--- config.mk ---
export PLATFORM = sky130hd
export DESIGN_NAME = draw_scene_sequencer
export DESIGN_NICKNAME = d
export VERILOG_FILES = /design/src/rtl/draw_scene_sequencer.sv
export SDC_FILE = /design/constraint.sdc
export NUM_CORES = 1
export LEC_CHECK = 0
export ABC_AREA = 1
export ABC_CLOCK_PERIOD_IN_PS = 1800
export CAP_MARGIN = 15
export CORE_ASPECT_RATIO = 0.5
export CORE_MARGIN = 5
export CORE_UTILIZATION = 50
export DETAILED_ROUTE_END_ITERATION = 8
export GPL_TIMING_DRIVEN = 0
export PLACE_DENSITY = 0.84
export SLEW_MARGIN = 20
export SYNTH_ARGS = -nofsm -noshare
export SYNTH_HDL_FRONTEND = slang
export SYNTH_SLANG_ARGS = --single-unit
export TNS_END_PERCENT = 30
--- constraint.sdc ---
create_clock -name clk -period 1.8 [get_ports clk]
set_input_delay 0.36 -clock clk [delete_from_list [all_inputs] [get_ports clk]]
set_output_delay 0.36 -clock clk [all_outputs]
set_load 0.02 [all_outputs]
--- src/rtl/draw_scene_sequencer.sv ---
// Frame sequencer: background redraw, then one gold/stone draw per present slot, with VGA mux select.
// Per-request latency set by the drawers' done pulses; each scan visits one slot per cycle.
module draw_scene_sequencer #(
  parameter int NUM_GOLD  = 8,
  parameter int NUM_STONE = 8,
  parameter int IDX_W     = 4
) (
  input  logic                 clk,
  input  logic                 resetn,
  input  logic                 frame_tick,
  input  logic [NUM_GOLD-1:0]  gold_valid,
  input  logic [NUM_STONE-1:0] stone_valid,
  input  logic                 draw_background_done,
  input  logic                 draw_gold_done,
  input  logic                 draw_stone_done,
  output logic                 enable_draw_background,
  output logic                 enable_draw_gold,
  output logic                 enable_draw_stone,
  output logic [IDX_W-1:0]     obj_index,
  output logic [1:0]           draw_sel,
  output logic                 busy,
  output logic                 frame_done,
  output logic                 frame_overrun
);

  typedef enum logic [3:0] {
    S_IDLE, S_BG_REQ, S_BG_WAIT,
    S_GOLD_SCAN, S_GOLD_REQ, S_GOLD_WAIT,
    S_STONE_SCAN, S_STONE_REQ, S_STONE_WAIT,
    S_FRAME_DONE
  } state_t;

  localparam int PAD_W = 2**IDX_W;
  localparam logic [IDX_W-1:0] LP_GOLD_END  = IDX_W'(NUM_GOLD);
  localparam logic [IDX_W-1:0] LP_STONE_END = IDX_W'(NUM_STONE);

  state_t                 r_state;
  state_t                 w_state_nxt;
  logic [IDX_W-1:0]       r_idx;
  logic [IDX_W-1:0]       w_idx_nxt;
  logic [NUM_GOLD-1:0]    r_gold_mask;
  logic [NUM_STONE-1:0]   r_stone_mask;
  logic                   r_overrun;
  logic [PAD_W-1:0]       w_gold_pad;
  logic [PAD_W-1:0]       w_stone_pad;
  logic                   w_tick_drop;

  // Masks padded to the full index range so the index selects a bit without width games.
  assign w_gold_pad  = {{(PAD_W-NUM_GOLD){1'b0}}, r_gold_mask};
  assign w_stone_pad = {{(PAD_W-NUM_STONE){1'b0}}, r_stone_mask};
  assign w_tick_drop = frame_tick && (r_state != S_IDLE);

  always_ff @(posedge clk or negedge resetn) begin
    if (!resetn) begin
      r_state      <= S_IDLE;
      r_idx        <= '0;
      r_gold_mask  <= '0;
      r_stone_mask <= '0;
      r_overrun    <= 1'b0;
    end else begin
      r_state   <= w_state_nxt;
      r_idx     <= w_idx_nxt;
      r_overrun <= w_tick_drop;
      if (r_state == S_IDLE && frame_tick) begin
        r_gold_mask  <= gold_valid;
        r_stone_mask <= stone_valid;
      end
    end
  end

  always_comb begin
    w_state_nxt            = r_state;
    w_idx_nxt              = r_idx;
    enable_draw_background = 1'b0;
    enable_draw_gold       = 1'b0;
    enable_draw_stone      = 1'b0;
    draw_sel               = 2'd0;
    busy                   = 1'b1;
    frame_done             = 1'b0;
    case (r_state)
      S_IDLE: begin
        busy = 1'b0;
        if (frame_tick) w_state_nxt = S_BG_REQ;
      end
      S_BG_REQ: begin
        enable_draw_background = 1'b1;
        draw_sel               = 2'd1;
        w_state_nxt            = S_BG_WAIT;
      end
      S_BG_WAIT: begin
        draw_sel = 2'd1;
        if (draw_background_done) begin
          w_state_nxt = S_GOLD_SCAN;
          w_idx_nxt   = '0;
        end
      end
      S_GOLD_SCAN: begin
        if (r_idx == LP_GOLD_END) begin
          w_state_nxt = S_STONE_SCAN;
          w_idx_nxt   = '0;
        end else if (w_gold_pad[r_idx]) begin
          w_state_nxt = S_GOLD_REQ;
        end else begin
          w_idx_nxt = r_idx + 1'b1;
        end
      end
      S_GOLD_REQ: begin
        enable_draw_gold = 1'b1;
        draw_sel         = 2'd2;
        w_state_nxt      = S_GOLD_WAIT;
      end
      S_GOLD_WAIT: begin
        draw_sel = 2'd2;
        if (draw_gold_done) begin
          w_state_nxt = S_GOLD_SCAN;
          w_idx_nxt   = r_idx + 1'b1;
        end
      end
      S_STONE_SCAN: begin
        if (r_idx == LP_STONE_END) begin
          w_state_nxt = S_FRAME_DONE;
        end else if (w_stone_pad[r_idx]) begin
          w_state_nxt = S_STONE_REQ;
        end else begin
          w_idx_nxt = r_idx + 1'b1;
        end
      end
      S_STONE_REQ: begin
        enable_draw_stone = 1'b1;
        draw_sel          = 2'd3;
        w_state_nxt       = S_STONE_WAIT;
      end
      S_STONE_WAIT: begin
        draw_sel = 2'd3;
        if (draw_stone_done) begin
          w_state_nxt = S_STONE_SCAN;
          w_idx_nxt   = r_idx + 1'b1;
        end
      end
      S_FRAME_DONE: begin
        frame_done  = 1'b1;
        w_state_nxt = S_IDLE;
        w_idx_nxt   = '0;
      end
      default: begin
        w_state_nxt = S_IDLE;
        w_idx_nxt   = '0;
      end
    endcase
  end

  assign obj_index     = r_idx;
  assign frame_overrun = r_overrun;

endmodule

==> run metrics <==
Critical Path AT 1.61 ns; clk slew on worst S/H paths 0.09 ns; Cells after Synth 204; I/O pin count 34; RSZ-0062 raised after global routing true; Vias 1468; dominant cells by area after synthesis dfrtp_1, nand2_1, nor2_1; outcome finished, violations left; Die X 87.9 um; worst slack, placed -0.328 ns; hold slack 0.0576 ns; Fillers 235; CP cell instances inv_4, nand2_4, nor2_2, or4_4, buf_6; crit start category flop; GPL Wtd Cong 0.820; vias in the first global route 1444; Setup TNS Final -0.318 ns; Synth-to-Final Area Change 33.8%; R2R Setup Slk 0.04 ns; TritonCTS clock tree done; Critical Path End Type output pin; Ant. Diodes 0; Port Buffers 33; clk buf depth 2; Starting Density 0.513; final worst slack -0.168 ns; post-route ant nets 0; slowest CP cell or4_4; crit path kind flop to output pin; Mean Syn Cell Area 7.45 um2; height of the die 49.0 um; drt wl/cell 13.3 um; Total Nets Final 272; Core ar. 0.00296 mm2; crit path max fanout 5; Yosys top cell by area dfrtp_1; CP Data Required Time 1.44 ns; Netlist cell types 24; Root Buffer clkbuf_8; Critical R2R Launch obj_index[1]$_DFFE_PN0P_; H-tree depth 1; Die ar. 0.00431 mm2; max incr delay on CP 0.52 ns; final period utilization 1.09; GRT overflow 0; CTS buffer count 3; Worst Clk Skew 0.00231 ns; vias per cell 5.11; largest net degree at the start of global routing 26; Worst R2R End obj_index[2]$_DFFE_PN0P_; Synth warnings 0; share of layout cells above drive strength 1 0.239; Critical path origin r_state[2]$_DFFE_PN0P_; Post-Route WL 3.81 mm; LEAKAGE 0.998 nW; post-synthesis cell area 0.00152 mm2; Final Hold Vio Count 0; TritonRoute pass-1 iters 4; first-pass GRT wire length 6.52 mm; Clock Sinks 25; Cell Pwr Density 1570 mW/mm2; Cell Rows 14; FF+latch count, synth 25; Worst-Margin Slew 0.566 ns; Slew headroom 0.622; fmax 508 MHz; MaxCap Viol Count 0; worst-skew pair later-pin latency 0.28 ns; worst-case vdd ir drop 941 uV; violations in the final reports negative setup slack; Reg2Reg Depth 10; worst min-delay path class input pin to asynchronous set/reset pin; final setup violation count 4; Slew Viols, Final 0; Iter 0 DRT Violations 62; sequential area share after synthesis 0.412; Post-route DRC 0; hold buffer count at CTS 0; hpwl dp 2.74 mm; fin crit period 1.97 ns; Syn Nets 228; Tot GR Track Use 0.189; antenna violations before repair 0; top cell type's share of synthesized area 0.412
[report_power, final]
group | switching [mW] | internal [mW] | leakage (nW)
clock | 0.201 | 0.158 | 0.0217
sequential | 0.144 | 0.796 | 0.286
combinational | 1.11 | 0.776 | 0.690
[cells in the final DEF, fill, tap and decap left out, types with 2 or more instances in the layout]
| cell | netlist | routed |
|---|---|---|
| nand2_4 | 0 | 2 |
| nor2_2 | 1 | 4 |
| nand4_1 | 10 | 10 |
| clkdlybuf4s15_2 | 0 | 3 |
| nor3_1 | 4 | 4 |
| inv_1 | 27 | 27 |
| dfrtp_2 | 0 | 4 |
| buf_2 | 4 | 4 |
| dfrtp_1 | 25 | 21 |
| nand3_1 | 16 | 15 |
| ha_1 | 2 | 2 |
| clkbuf_8 | 0 | 3 |
| nand2_1 | 43 | 41 |
| a21oi_1 | 7 | 7 |
| a21oi_2 | 11 | 11 |
| buf_6 | 2 | 4 |
| buf_4 | 0 | 6 |
| nand2_2 | 4 | 4 |
| nand3_2 | 2 | 3 |
| clkdlybuf4s50_1 | 0 | 25 |
| inv_2 | 5 | 4 |
| nor2_1 | 33 | 30 |
[through the flow]
stage | util | cell area (um2) | std cells | power, mW
2_1_floorplan | - | 1520 | 204 | 2.16
3_3_place_gp | 0.642 | 1900 | 277 | 2.61
3_5_place_dp | 0.640 | 1890 | 277 | 2.66
4_1_cts | 0.666 | 1970 | 283 | 3.05
5_1_grt | 0.686 | 2030 | 287 | 3.44
6_report | 0.686 | 2030 | 287 | 3.18
[cells by family after synthesis]
group	count (synthesis)	synth area share
AND/OR/NAND/NOR	115	0.341
buffers and inverters	38	0.107
flip-flops	25	0.412
AO/OA/AOI/OAI	20	0.0947
XOR/XNOR	2	0.0115
multiplexers	2	0.0173
adder cells (fa/ha/maj)	2	0.0165
[cells in the mapped netlist, drive strengths merged]
| library cell | instances |
|---|---|
| o211ai | 1 |
| nor3 | 4 |
| or4 | 1 |
| nand2 | 47 |
| nand3 | 18 |
| ha | 2 |
| inv | 32 |
| xnor2 | 1 |
| xor2 | 1 |
| nand4 | 10 |
| mux2 | 2 |
| o21ai | 1 |
| nor2 | 35 |
| buf | 6 |
| a21oi | 18 |
| dfrtp | 25 |
[worst max-delay path by stage]
stage | endpoint | slack (ns)
after global placement | draw_sel[0] | -0.31
after CTS | draw_sel[0] | -0.23
after detailed placement | draw_sel[0] | -0.33
after floorplan | obj_index[3]$_DFFE_PN0P_ | 0.05
final | draw_sel[0] | -0.17
after global routing | draw_sel[0] | -0.21
[metal layers]
metal	up-vias	GRT usage	wire length [um]
li1	733	-	-
met1	686	0.240	1720
met2	42	0.308	1830
met3	7	0.0523	214
met4	0	0.0663	53
met5	-	0	0
[critical path, delay by kind of cell (launching register included)]
| family | cells | cell delay [ns] |
|---|---|---|
| flops | 1 | 0.45 |
| simple gates | 3 | 0.66 |
| buf+inv | 2 | 0.21 |
[registers in the layout, summed over array words and instances (netlist names)]
signal         cells
frame_overrun      1
obj_index          4
r_gold_mask        8
r_state            4
r_stone_mask       8
[cell type report]
class | instances | area, um2 | area share
multi-input cells | 141 | 762 | 0.375
flip-flops and latches | 25 | 631 | 0.310
repair buffers | 39 | 369 | 0.182
inverters | 32 | 123 | 0.0603
well taps | 40 | 50.0 | 0.0246
plain buffers | 6 | 48.8 | 0.0240
clock buffers | 3 | 41.3 | 0.0203
clock inverters | 1 | 7.51 | 0.00369
[timing repair]
item,CTS,global route
gates cloned,0,0
pin swaps,1,3
setup endpoints to repair,14,14
setup buffers,2,4
resized for setup,24,15
No activity file was read; power rests on OpenSTA's default activity.
